==> src/rtl/jt51_noise_ctrl_pkg.sv <==
// Shared constants and FSM state type for the JT51 noise control block.
// Imported by jt51_noise_ctrl.
package jt51_noise_ctrl_pkg;

    localparam logic [7:0] NOISE_REG_ADDR = 8'h0F;
    localparam logic [9:0] EG_SILENT      = 10'h3FF;
    localparam logic [4:0] CYCLE_LAST     = 5'd31;

    typedef enum logic {
        IDLE = 1'b0,
        PEND = 1'b1
    } state_t;

endpackage

==> src/rtl/jt51_noise_ctrl.sv <==
// Noise register/slot control for jt51_noise: slot counter, NE/NFRQ application, slot-31 envelope latch.
// Optional JT51_NOISE_SYNC_EN defers register writes to the frame boundary (busy while pending).
module jt51_noise_ctrl (
    input  logic       clk,
    input  logic       rst,
    input  logic       cen,
    input  logic       wr_n,
    input  logic [7:0] addr,
    input  logic [7:0] din,
    input  logic [9:0] eg_in,
    output logic [4:0] cycles,
    output logic [4:0] nfrq,
    output logic       ne,
    output logic       op31_no,
    output logic [9:0] noise_eg,
    output logic       busy
);
    import jt51_noise_ctrl_pkg::*;

    logic wr_hit;
    logic frame_end;
    logic unused_din;

    assign wr_hit     = cen & ~wr_n & (addr == NOISE_REG_ADDR);
    assign frame_end  = (cycles == CYCLE_LAST);
    assign op31_no    = frame_end;
    assign unused_din = ^din[6:5];

    // The envelope latch uses the ne value in force during slot 31, before any same-edge update.
    always_ff @(posedge clk) begin
        if (rst) begin
            cycles   <= 5'd0;
            noise_eg <= EG_SILENT;
        end else if (cen) begin
            cycles <= cycles + 5'd1;
            if (frame_end)
                noise_eg <= ne ? eg_in : EG_SILENT;
        end
    end

`ifdef JT51_NOISE_SYNC_EN
    state_t     state;
    logic [5:0] pend;

    always_ff @(posedge clk) begin
        if (rst) begin
            state <= IDLE;
            busy  <= 1'b0;
            pend  <= 6'd0;
            ne    <= 1'b0;
            nfrq  <= 5'd0;
        end else if (cen) begin
            if (frame_end) begin
                // A write landing on the boundary supersedes whatever was pending.
                if (wr_hit)
                    {ne, nfrq} <= {din[7], din[4:0]};
                else if (state == PEND)
                    {ne, nfrq} <= pend;
                state <= IDLE;
                busy  <= 1'b0;
            end else if (wr_hit) begin
                pend  <= {din[7], din[4:0]};
                state <= PEND;
                busy  <= 1'b1;
            end
        end
    end
`else
    always_ff @(posedge clk) begin
        if (rst) begin
            ne   <= 1'b0;
            nfrq <= 5'd0;
        end else if (wr_hit) begin
            {ne, nfrq} <= {din[7], din[4:0]};
        end
    end

    assign busy = 1'b0;
`endif

endmodule

==> config.mk <==
export PLATFORM = sky130hd
export DESIGN_NAME = jt51_noise_ctrl
export DESIGN_NICKNAME = d
export VERILOG_FILES = /design/src/rtl/jt51_noise_ctrl_pkg.sv /design/src/rtl/jt51_noise_ctrl.sv
export SDC_FILE = /design/constraint.sdc
export NUM_CORES = 1
export LEC_CHECK = 0
export ABC_AREA = 1
export ABC_CLOCK_PERIOD_IN_PS = 1200
export BUFFER_PORTS_ARGS = -buffer_cell sky130_fd_sc_hd__buf_2
export CAP_MARGIN = 30
export CORE_MARGIN = 3
export CORE_UTILIZATION = 39
export DETAILED_ROUTE_END_ITERATION = 8
export GPL_ROUTABILITY_DRIVEN = 0
export HOLD_SLACK_MARGIN = 0.15
export PLACE_DENSITY = 0.77
export SYNTH_ARGS = -nofsm -noshare
export SYNTH_HDL_FRONTEND = slang
export SYNTH_SLANG_ARGS = --single-unit
==> constraint.sdc <==
create_clock -name clk -period 1.2 [get_ports clk]
set_input_delay 0.18 -clock clk [delete_from_list [all_inputs] [get_ports clk]]
set_output_delay 0.18 -clock clk [all_outputs]
set_load 0.01 [all_outputs]
==> reports/qor.csv, run 1 <==
metric;value;unit
status;finished, violations left;
violations;setup timing;
tritoncts;yes;
power_frac_seq;57.9;%
synthMostInstantiatedCell;nand2_1;
ys_ff_latch;21;
crit_path_start_kind;register;
postSynthCellCount;129;
setup.worst_path.end;op31_no;
clkPwrFrac;27.1;%
synth.top_cell.area_share;43.3;%
clock_skew;0.00275;ns
p_leak;0.726;nW
grt_pass1_wl;4350;um
grt_pass1_vias;1036;
clk_pin_slew;0.11;ns
dr_wl_met2;1290;um
wl_met1;1110;um
ys_types;23;
antenna_found_initial;0;
yosys_most_used_dff;dfxtp_1;
cts.sinks;21;
nFillCells;204;
dp_slack;-0.120;ns
hold_class;in2reg;
ios;53;
route.met3.wl;156;um
p_comb_share;14.9;%
criticalPathCategory;reg2out;
synth_nets;161;
worstSetupEndpointType;output port;
via_per_inst;4.62;
synth_commonest_cells;nand2_1 (23), dfxtp_1 (21), nor2_1 (18);
clk_latency;0.30;ns
max_freq;0.706;GHz
grt_usage;17.2;%
fp.coreArea;0.00228;mm^2
rows;17;
power.switching;0.305;mW
grt_setup_unrepaired;yes;
area_growth;55.2;%
synth_edf_count;0;
drive_gt1_share;44.6;%
multi_input_comb_area;532;um^2
wl_per_cell;11.6;um
synth_area_leaders;dfxtp_1 (43%), nand2_1 (8.9%), nor2_1 (7.0%);
drtPass1Iterations;3;
synth-seq-area-share;43.3;%
synthArstFlopShare;0;%
r2r_slack;-0.12;ns
seqCellArea;428;um^2
switching_share;24.7;%
drtIter0Drc;19;
hold_viol_final;0;
maxCapViolCount;0;
crit_path_start;cycles[0];
finalMaxSlewViolations;0;
cp.required;1.02;ns
drcViolationCount;0;
postLayoutSetupSlackWorst;-0.217;ns
cts_max_level;1;
die_area;0.00312;mm^2
cp_max_fo;2;
die_x;55.9;um
total_power;1.23;mW
period_needed;1.42;ns
rr_worst_depth;7;
drtAntennaViolNets;0;
setup_viol;11;
worstReg2RegEnd;noise_eg[2];
post-route-period-util;118;%
totalWireLength;2590;um
antenna_cells;0;
fin_nets;228;
vias;1031;
port_buffers;49;
crit_arrival;1.24;ns
ys_warn_count;0;
clockBufferDepth;2;
die_h;55.9;um
highest_layer;met4;
netlist_area;971;um^2
gr-total-overflow;0;
synth_area_per_cell;7.53;um^2
cts_buffers;3;
grt_max_degree;12;
reg2reg_from;cycles[0];
peakVddDrop;0.557;mV
initial_utilization;42.7;%
yosysTopAreaCell;dfxtp_1;
p_int;0.927;mW
power.density;818;mW/mm^2
clockRootBuffer;clkbuf_4;
dp_hpwl;1920;um
==> placed cells by master, fill, tap and decap left out, types with 2 or more instances in the layout <==
cell type	n
a21oi_1	2
a21oi_2	9
buf_2	48
buf_4	6
clkbuf_4	3
dfxtp_1	19
dfxtp_4	2
dlygate4sd3_1	10
ha_4	2
inv_1	12
inv_2	4
nand2_1	22
nand2_2	2
nand2_4	2
nand4_1	7
nor2_1	18
nor2_4	3
o21ai_0	12
==> metal layers <==
layer	vias to the layer above	track usage, %
li1	540	-
met1	456	19.7
met2	31	31.3
met3	4	3.71
met4	0	6.10
met5	-	0
==> worst max-delay path: stages, from the launching register on <==
cell and delay (ns):
dfxtp_4 0.37, ha_4 0.15, and3_4 0.15, ha_4 0.16, buf_6 0.11
==> worst min-delay path by stage <==
stage	from	to	slack (ns)	cells after the start
after floorplan	rst	noise_eg[9]	0.26	2
after global placement	eg_in[7]	noise_eg[7]	0.41	3
after global routing	cen	cycles[0]	0.21	2
after CTS	din[0]	nfrq[0]	0.19	5
after detailed placement	eg_in[9]	noise_eg[9]	0.42	3
final	din[0]	nfrq[0]	0.20	5
==> flip-flops by register name, indices dropped and copies added, names as in the netlist <==
| signal | count |
|---|---|
| noise_eg | 10 |
| nfrq | 5 |
| ne | 1 |
| cycles | 5 |
==> power by group through the flow <==
stage	sequential, mW	clock [mW]	combinational, mW
floorplan	0.737	0	0.0761
global placement	0.729	0	0.151
detailed placement	0.730	0	0.158
CTS	0.714	0.349	0.184
global route	0.715	0.380	0.205
finish	0.713	0.335	0.184
==> stage by stage <==
step	instances	cell area (um^2)	hold WS [ns]	util [%]	TNS, ns
after floorplan	129	1050	0.261	-	-0.792
after global placement	209	1370	0.412	60.0	-0.886
after detailed placement	209	1370	0.423	60.0	-1.11
after CTS	223	1500	0.191	65.9	-1.29
after global routing	223	1510	0.211	66.2	-2.00
final	223	1510	0.199	66.2	-1.23
==> layout make-up <==
type                    count  share of cell area, %
multi-input cells          86                   35.3
flip-flops and latches     21                   28.4
repair buffers             66                   27.7
inverters                  18                   4.57
well taps                  28                   2.33
clock buffers               4                   1.74
==> what timing repair did <==
item                       CTS  global route
pin swaps                    2             0
cloned                       0             0
hold buffers                10             0
setup endpoints to repair   11            11
setup buffers                0             0
resized for setup            2             2
hold endpoints to repair    10             0
==> kinds of logic (layout without fill, tap and decap cells) <==
family          Yosys count  in the layout  synth area share [%]
buf+inv                  22             88                  9.92
fa+ha+maj                 2              2                  2.58
xor+xnor                  1              1                 0.902
simple gates             57             57                  30.0
other cells               1              1                 0.386
compound gates           25             25                  12.9
flops                    21             21                  43.3
(Power assumes the default switching activity.)
==> run 2: changes to the inputs <==
Settings changed: CTS_BUF_LIST from default to sky130_fd_sc_hd__clkbuf_4 sky130_fd_sc_hd__clkbuf_8 sky130_fd_sc_hd__clkbuf_16, SLEW_MARGIN from default to 20.
==> run 2 against run 1 <==
  * Combinational power about the same
  * Utilization up 0.16 points
  * Global-route usage down 0.096 points
  * Setup slack worse by 0.0026 ns
  * The run still ends with setup timing left
  * Critical path depth unchanged
  * Die area unchanged
  * Final cell count unchanged
==> reports/qor.csv, run 2 (synthesized netlist as in run 1, its figures left out) <==
metric;value;unit
final_core_util;66.4;%
clockBufferDepth;2;
clockRootBuffer;clkbuf_4;
finalSetupTns;-1.24;ns
hold_depth;5;
grt_max_degree;12;
p_comb_share;14.6;%
switching_share;24.5;%
clk_latency;0.30;ns
cts_setup_buffers;0;
regMostFlops;noise_eg;
cts.sinks;21;
largest_reg_flops;10;
grt_pass1_vias;1039;
critPathTopFamily;flip-flops;
period_needed;1.42;ns
path_cells;ha_4, and3_4, ha_4, buf_6;
via_per_inst;4.62;
area_growth;55.5;%
crit_path_start;cycles[0];
crit_arrival;1.24;ns
antenna_found_initial;0;
worstReg2RegEnd;noise_eg[2];
reg2reg_from;cycles[0];
maxCapViolCount;0;
reg.largest.list;noise_eg x10, cycles x5, nfrq x5;
worstSetupEndpointType;output port;
grt_pass1_wl;4350;um
wl_per_cell;11.6;um
r2r_slack;-0.12;ns
vias;1031;
post-route-period-util;118;%
totalWireLength;2580;um
finalMaxSlewViolations;0;
critPathBufInv;1;
total_power;1.26;mW
power_frac_seq;56.7;%
crit_path_start_kind;register;
clk_pin_slew;0.11;ns
ios;53;
cpMostUsedCell;ha_4;
peakVddDrop;0.558;mV
drtAntennaViolNets;0;
setup_viol;11;
criticalPathCategory;reg2out;
rows;17;
fp.coreArea;0.00228;mm^2
p_int;0.950;mW
cp_slowest_cell;dfxtp_4;
dp_slack;-0.120;ns
power.switching;0.308;mW
cp_max_fo;2;
dp_hpwl;1920;um
cp.required;1.02;ns
port_buffers;49;
drcViolationCount;0;
min_from;din[0];
cts_buffers;3;
clock_skew;0.00255;ns
drtIter0Drc;14;
clkPwrFrac;28.6;%
antenna_cells;0;
die_x;55.9;um
fin_nets;228;
violations;setup timing;
grt_usage;17.1;%
final_cell_mix;buf_2 (48), nand2_1 (22), dfxtp_1 (19);
gr-total-overflow;0;
drive_gt1_share;45.1;%
max_freq;0.704;GHz
die_h;55.9;um
final_common_cell;buf_2;
initial_utilization;42.7;%
postLayoutSetupSlackWorst;-0.220;ns
finalHoldWorstSlack;0.193;ns
p_leak;0.729;nW
tritoncts;yes;
slowest_delay;0.37;ns
power.density;833;mW/mm^2
rr_worst_depth;7;
status;finished, violations left;
die_area;0.00312;mm^2
drtPass1Iterations;4;
hold_viol_final;0;
whs_endpoint;nfrq[0];
cts_max_level;1;
hold_class;in2reg;
grt_setup_unrepaired;yes;
-- run 2: changes by cell type in the layout (fill, tap and decap cells not counted) --
cell	change
clkbuf_1	-1
clkbuf_4	+1
-- run 2: through the flow --
stage | cells | area [um^2]
floorplan | 129 | 1050
global placement | 209 | 1370
CTS | 223 | 1500
detailed placement | 209 | 1370
finish | 223 | 1510
global route | 223 | 1510
-- run 2: final cells by class --
| type | count | area, um^2 |
|---|---|---|
| timing repair buffer | 66 | 417 |
| fill | 203 | 766 |
| inverter | 18 | 68.8 |
| sequential | 21 | 428 |
| clock buffer | 4 | 30.0 |
| tap | 28 | 35.0 |
| multi-input combinational | 86 | 532 |
-- run 2: repair_timing --
action | in CTS | in global routing
hold endpoints to repair | 10 | 0
hold buffers | 10 | 0
pin swaps | 2 | 0
resized for setup | 2 | 2
setup endpoints to repair | 11 | 11
-- run 2: how the worst max path moves through the flow --
stage,endpoint,cells after the start
2_1_floorplan,noise_eg[0],7
3_3_place_gp,noise_eg[1],7
3_5_place_dp,noise_eg[6],7
4_1_cts,op31_no,4
5_1_grt,op31_no,4
6_report,op31_no,4
-- run 2: power by group through the flow --
stage	registers, mW	logic, mW	clock network, mW
floorplan	0.737	0.0761	0
global placement	0.729	0.151	0
detailed placement	0.730	0.158	0
CTS	0.714	0.184	0.373
global route	0.715	0.205	0.402
finish	0.714	0.184	0.360
-- run 2: per-layer routing --
metal | up-vias | global-route usage (%) | wire length [um]
li1 | 540 | - | -
met3 | 3 | 3.71 | 154
met1 | 456 | 19.9 | 1110
met4 | 0 | 5.08 | 23
met5 | - | 0 | 0
met2 | 32 | 31.3 | 1290
-- run 2: tightest hold or removal path: cells and delay by family --
kind / cells / cell delay (ns)
and+or+nand+nor: 3 / 0.18
buffers and inverters: 2 / 0.10
